**src/rtl/loa_pkg.sv**
```systemverilog
// Shared types and helpers for the lower-part-OR accumulator pipeline.
package loa_pkg;

   typedef enum logic [1:0] {
      ST_IDLE  = 2'd0,
      ST_ACCUM = 2'd1,
      ST_HOLD  = 2'd2
   } loa_state_e;

   localparam int LOA_LIMIT_W = 64;

   function automatic int loa_clamp_k(input int sel, input int max_k);
      return (sel > max_k) ? max_k : sel;
   endfunction

   // Most positive two's-complement value of width w, in the low w bits.
   function automatic logic [LOA_LIMIT_W-1:0] loa_sat_max(input int w);
      logic [LOA_LIMIT_W-1:0] m;
      m = '0;
      for (int i = 0; i < LOA_LIMIT_W; i++) begin
         if (i < w - 1) m[i] = 1'b1;
      end
      return m;
   endfunction

   function automatic logic [LOA_LIMIT_W-1:0] loa_sat_min(input int w);
      return LOA_LIMIT_W'(1) << (w - 1);
   endfunction

endpackage

```
**src/rtl/loa_add_dyn.sv**
```systemverilog
// Combinational lower-part-OR adder: the low k bits are ORed, the rest added
// exactly with a carry-in of a[k-1] & b[k-1]; k = 0 is an exact add.
module loa_add_dyn #(
   parameter int W  = 32,
   parameter int KW = 4
) (
   input  logic [W-1:0]  a_i,
   input  logic [W-1:0]  b_i,
   input  logic [KW-1:0] k_i,
   output logic [W-1:0]  sum_o,
   output logic          ovf_o
);

   logic [W-1:0] mask;
   logic [W-1:0] cbit;
   logic [W-1:0] hi;
   logic         carry;

   always_comb begin
      mask  = (W'(1) << k_i) - W'(1);
      // Top bit of the approximated field; all zero when k = 0.
      cbit  = mask ^ (mask >> 1);
      carry = |(a_i & b_i & cbit);
      hi    = (a_i & ~mask) + (b_i & ~mask) + (carry ? (cbit << 1) : '0);
      sum_o = hi | ((a_i | b_i) & mask);
      ovf_o = (a_i[W-1] == b_i[W-1]) && (sum_o[W-1] != a_i[W-1]);
   end

endmodule

```
**src/rtl/loa_accum_pipe.sv**
```systemverilog
// Multi-lane framed accumulator using LOA adders with per-frame k.
// Optional saturation is enabled with the LOA_ACCUM_SAT_EN macro.
module loa_accum_pipe
   import loa_pkg::*;
#(
   parameter  int LANES      = 4,
   parameter  int IN_WIDTH   = 16,
   parameter  int ACC_WIDTH  = 32,
   parameter  int MAX_IGNORE = 8,
   localparam int KW         = $clog2(MAX_IGNORE + 1)
) (
   input  logic                         CLK,
   input  logic                         RST,
   input  logic [KW-1:0]                IGNORE_SEL,
   input  logic                         IN_VALID,
   output logic                         IN_READY,
   input  logic                         IN_FIRST,
   input  logic                         IN_LAST,
   input  logic [LANES*IN_WIDTH-1:0]    IN_DATA,
   output logic                         OUT_VALID,
   input  logic                         OUT_READY,
   output logic [LANES*ACC_WIDTH-1:0]   OUT_DATA,
   output logic [LANES-1:0]             OUT_SAT,
   output logic                         BUSY,
   output logic [1:0]                   STATE_DBG
);

   // Handshake: a beat moves when IN_VALID && IN_READY at a rising CLK; a
   // result moves when OUT_VALID && OUT_READY. Neither side may retract
   // valid data based on the other side's ready.

   loa_state_e state_q, state_d;
   logic [LANES-1:0][ACC_WIDTH-1:0] acc_q, acc_d;
   logic [LANES-1:0][ACC_WIDTH-1:0] lane_ext;
   logic [LANES-1:0][ACC_WIDTH-1:0] lane_sum;
   logic [LANES-1:0]                lane_ovf;
   logic [LANES-1:0]                sat_q, sat_d;
   logic [KW-1:0]                   k_q, k_d;
   logic                            rdy_q;
   logic                            accept;
   logic                            start;

   for (genvar i = 0; i < LANES; i++) begin : g_lane
      assign lane_ext[i] = ACC_WIDTH'($signed(IN_DATA[i*IN_WIDTH +: IN_WIDTH]));

      loa_add_dyn #(
         .W  (ACC_WIDTH),
         .KW (KW)
      ) u_add (
         .a_i   (acc_q[i]),
         .b_i   (lane_ext[i]),
         .k_i   (k_q),
         .sum_o (lane_sum[i]),
         .ovf_o (lane_ovf[i])
      );
   end

`ifdef LOA_ACCUM_SAT_EN
   localparam logic [ACC_WIDTH-1:0] SAT_MAX = ACC_WIDTH'(loa_sat_max(ACC_WIDTH));
   localparam logic [ACC_WIDTH-1:0] SAT_MIN = ACC_WIDTH'(loa_sat_min(ACC_WIDTH));
`else
   logic unused_ovf;
   assign unused_ovf = ^lane_ovf;
`endif

   // rdy_q keeps IN_READY low through reset and the first clock after it.
   assign IN_READY  = rdy_q && ((state_q != ST_HOLD) || OUT_READY);
   assign accept    = IN_VALID && IN_READY;
   assign start     = accept && IN_FIRST;
   assign OUT_VALID = (state_q == ST_HOLD);
   assign BUSY      = (state_q != ST_IDLE);
   assign OUT_DATA  = acc_q;
   assign OUT_SAT   = sat_q;
   assign STATE_DBG = state_q;

   always_comb begin
      state_d = state_q;
      acc_d   = acc_q;
      sat_d   = sat_q;
      k_d     = k_q;

      case (state_q)
         ST_IDLE:  if (start) state_d = IN_LAST ? ST_HOLD : ST_ACCUM;
         ST_ACCUM: if (accept && IN_LAST) state_d = ST_HOLD;
         ST_HOLD: begin
            if (OUT_READY) begin
               if (start) state_d = IN_LAST ? ST_HOLD : ST_ACCUM;
               else       state_d = ST_IDLE;
            end
         end
         default:  state_d = ST_IDLE;
      endcase

      if (start) begin
         acc_d = lane_ext;
         sat_d = '0;
         k_d   = KW'(loa_clamp_k(int'(IGNORE_SEL), MAX_IGNORE));
      end else if (accept && (state_q == ST_ACCUM)) begin
         for (int i = 0; i < LANES; i++) begin
`ifdef LOA_ACCUM_SAT_EN
            if (lane_ovf[i]) begin
               acc_d[i] = acc_q[i][ACC_WIDTH-1] ? SAT_MIN : SAT_MAX;
               sat_d[i] = 1'b1;
            end else begin
               acc_d[i] = lane_sum[i];
            end
`else
            acc_d[i] = lane_sum[i];
`endif
         end
      end
   end

   always_ff @(posedge CLK or posedge RST) begin
      if (RST) begin
         state_q <= ST_IDLE;
         acc_q   <= '0;
         sat_q   <= '0;
         k_q     <= '0;
         rdy_q   <= 1'b0;
      end else begin
         state_q <= state_d;
         acc_q   <= acc_d;
         sat_q   <= sat_d;
         k_q     <= k_d;
         rdy_q   <= 1'b1;
      end
   end

endmodule

```
**config.mk**
```make
export PLATFORM = sky130hd
export DESIGN_NAME = loa_accum_pipe
export DESIGN_NICKNAME = d
export VERILOG_FILES = /design/src/rtl/loa_pkg.sv /design/src/rtl/loa_add_dyn.sv /design/src/rtl/loa_accum_pipe.sv
export SDC_FILE = /design/constraint.sdc
export NUM_CORES = 1
export LEC_CHECK = 0
export BUFFER_PORTS_ARGS = -buffer_cell sky130_fd_sc_hd__buf_2
export CAP_MARGIN = 20
export CORE_ASPECT_RATIO = 1.4
export CORE_UTILIZATION = 55
export DETAILED_ROUTE_END_ITERATION = 7
export GPL_TIMING_DRIVEN = 0
export MAX_ROUTING_LAYER = met4
export PLACE_DENSITY = 0.76
export RECOVER_POWER = 100
export SLEW_MARGIN = 15
export SYNTH_ARGS = -nofsm -noshare
export SYNTH_HDL_FRONTEND = slang
export SYNTH_SLANG_ARGS = --single-unit
export TNS_END_PERCENT = 50
```
**constraint.sdc**
```tcl
create_clock -name CLK -period 9.3 [get_ports CLK]
set_clock_uncertainty 0.05 [all_clocks]
set_input_delay 0.93 -clock CLK [delete_from_list [all_inputs] [get_ports CLK]]
set_output_delay 0.93 -clock CLK [all_outputs]
set_load 0.01 [all_outputs]
```
==> results.json <==
{
  "max_freq_mhz": 110,
  "cp-end-kind": "register",
  "clk_pin_slew_worst_paths_ps": 70,
  "core-area_sq_um": 34100,
  "yosysMostFrequentCell": "nand2_1",
  "startpoint_type": "register",
  "clock_latency_ps": 470,
  "die_h_microns": 222,
  "grt_pass1_vias": 20700,
  "overflow": 0,
  "max_slew.worst_pin.slew_ps": 5350,
  "syn-cell-area_sq_um": 19100,
  "yosysTopAreaCellShare": 0.177,
  "synth_top_area_cell": "dfrtp_1",
  "io_pins": 211,
  "ctsHoldBuffers": 0,
  "crit_arrival_ps": 9400,
  "worstSetupPathType": "reg -> reg",
  "avgSynthCellArea_sq_um": 7.40,
  "cp_common_cell": "buf_2",
  "slew-limit-headroom": -2.57,
  "dp_slack_ps": -220,
  "numClockSinks": 135,
  "hold_violations": 0,
  "synthArstFlopShare": 1.00,
  "placedCellCount": 3244,
  "status": "complete, but fails checks",
  "rows": 80,
  "vias_per_cell": 6.53,
  "yosysWarningCount": 0,
  "worstPathRequired_ps": 9600,
  "min_period_over_period": 0.978,
  "cp_num_cells": 29,
  "antenna_left": 0,
  "portBuffers": 204,
  "fin_ws_ps": 201,
  "synth_fa_ha_area_frac": 0.213,
  "die_w_microns": 159,
  "grt_pass1_wl_mm": 123,
  "cp_top_family": "compound AO/OA/AOI/OAI gates",
  "vias": 21400,
  "setup_viol_count_final": 0,
  "crit_slowest_cell": "fa_1",
  "nets": 3139,
  "path_max_fanout": 10,
  "synth-seq-cells": 135,
  "synth_mux_area_frac": 0.00321,
  "rsz0062_at_grt": "false",
  "slowest_delay_ps": 500,
  "dp_hpwl_mm": 63.8,
  "period_needed_ps": 9100,
  "grt.total_usage": 0.481,
  "hold-path-cell-count": 1,
  "drv_cap": 3,
  "cts_inserted_buffers": 17,
  "ys_seq_area_frac": 0.177,
  "synth_cell_types": 96,
  "synth-simple-area-share": 0.203,
  "dieArea_sq_um": 35500,
  "grt_antenna_before_repair": 3,
  "violations": "capacitance limit, slew limit",
  "stdcell_count": 3280,
  "first_iter_violations": 2203,
  "synth_compound_area_frac": 0.250,
  "place_congestion": 1.08,
  "synth_cells": 2580,
  "fin_setup_tns_ps": 0,
  "min_path_type": "reg -> reg",
  "ys.flop_type": "dfrtp_1",
  "drc_errors": 0,
  "cts_htree_levels": 4,
  "cts_tree": "done",
  "wl_per_cell_microns": 25.2,
  "start_util": 0.559,
  "drt-total-wl_mm": 82.5,
  "grt_max_degree": 84,
  "synth_xor_area_frac": 0.0567,
  "worst-path-buf-inv": 7,
  "worstRegToRegCells": 29,
  "slew_viol_final": 149,
  "ys_top_cells_by_count": "425 x nand2_1, 350 x inv_1, 211 x a21oi_1, 168 x o21ai_0, 135 x dfrtp_1",
  "cts_max_path_buffers": 2,
  "synth_top_family_by_area": "compound AO/OA/AOI/OAI gates",
  "dr.pass1.iters": 8,
  "synth-edff-count": 0,
  "ys_top_cells_by_area": "dfrtp_1 18%, fa_1 13%, nand2_1 8.4%, ha_1 8.3%, inv_1 6.9%",
  "area_delta_synth_final_pct": 11.2,
  "cts_root_buf": "clkbuf_16",
  "drive_gt1_frac": 0.0637
}
## layer usage
layer / vias to the layer above / GRT usage / part of all wire
li1: 9319 / - / -
met1: 10100 / 0.544 / 0.35
met2: 1527 / 0.715 / 0.44
met3: 478 / 0.102 / 0.11
met4: 0 / 0.431 / 0.11
met5: - / - / 0
## cell usage in the layout, fill, tap and decap left out, types with 7 or more instances in the layout
master	n
a211o_1	8
a211oi_1	15
a21o_1	45
a21oi_1	211
a22oi_1	14
a311oi_1	16
a31o_2	10
a31oi_1	34
a41oi_1	8
and2_1	43
and3_1	18
buf_1	15
buf_2	86
buf_4	9
clkbuf_1	217
clkbuf_16	17
clkbuf_2	8
dfrtp_1	135
fa_1	124
ha_1	127
inv_1	349
nand2_1	426
nand2b_1	35
nand3_1	56
nand3b_1	9
nor2_1	110
nor2b_1	21
nor3_1	39
nor4_1	13
o211ai_1	16
o21a_1	21
o21ai_0	168
o21ai_1	7
o21bai_1	18
o22ai_1	72
o31ai_1	11
or2_2	12
or3_1	7
xnor2_1	81
xor2_1	39
## worst register-to-register path, delay by kind of cell, from the launching register on
family                     cells  cell delay, ps
AOI/OAI and AO/OA             11            3130
xor gates and xnor gates       1             170
adders and majority gates      4            1540
buffers and inverters          7            1810
DFF                            1             350
and+or+nand+nor                6            1930
## registers in the layout, summed over array words and instances, names as in the netlist
signal and flops:
OUT_DATA 128, STATE_DBG 2, rdy_q 1, k_q 4
## final cells by class
cell class / count / area (sq um)
diodes: 2 / 5.00
plain buffers: 124 / 522
clock buffers: 20 / 457
clock inverters: 12 / 126
fillers: 3260 / 12900
inverters: 351 / 1320
multi-input cells: 1971 / 13900
flip-flops and latches: 135 / 3380
well taps: 451 / 564
repair buffers: 214 / 936
## kinds of logic (layout without fill, tap and decap cells)
| kind of cell | after synthesis | in the layout |
|---|---|---|
| simple gates | 832 | 832 |
| fa+ha+maj | 251 | 251 |
| xor+xnor | 122 | 122 |
| other cells | 2 | 7 |
| mux | 6 | 6 |
| buf+inv | 477 | 721 |
| flops | 135 | 135 |
| compound gates | 755 | 755 |
## worst paths after layout
check / start / end / slack [ps]
worst min register to register: STATE_DBG[1] / STATE_DBG[0] / 500
worst max register to register: k_q[1] / OUT_DATA[31] / 200
max in group asynchronous: RST / OUT_DATA[56] / 2080
min in group asynchronous: RST / OUT_DATA[101] / 1130
worst min-delay path: STATE_DBG[1] / STATE_DBG[0] / 500
worst max-delay path: k_q[1] / OUT_DATA[31] / 200
## per-stage QoR
| step | util | cell area, sq um | hold slack (ps) |
|---|---|---|---|
| 2_1_floorplan | - | 19100 | 501 |
| 3_3_place_gp | 0.606 | 20700 | 478 |
| 3_5_place_dp | 0.609 | 20800 | 484 |
| 4_1_cts | 0.626 | 21400 | 448 |
| 5_1_grt | 0.622 | 21200 | 531 |
| 6_report | 0.622 | 21200 | 499 |
## what timing repair did
action | in CTS | in global routing
setup endpoints to repair | 8 | 28
endpoints found under the hold margin | 0 | 0
pin swaps | 0 | 1
buffers inserted | 1 | 1
cloned | 0 | 0
gates resized for setup | 2 | 17
Power is left out: the tool's default activity adds up to more than one toggle a clock period on the data nets, which glitch-free logic cannot reach.
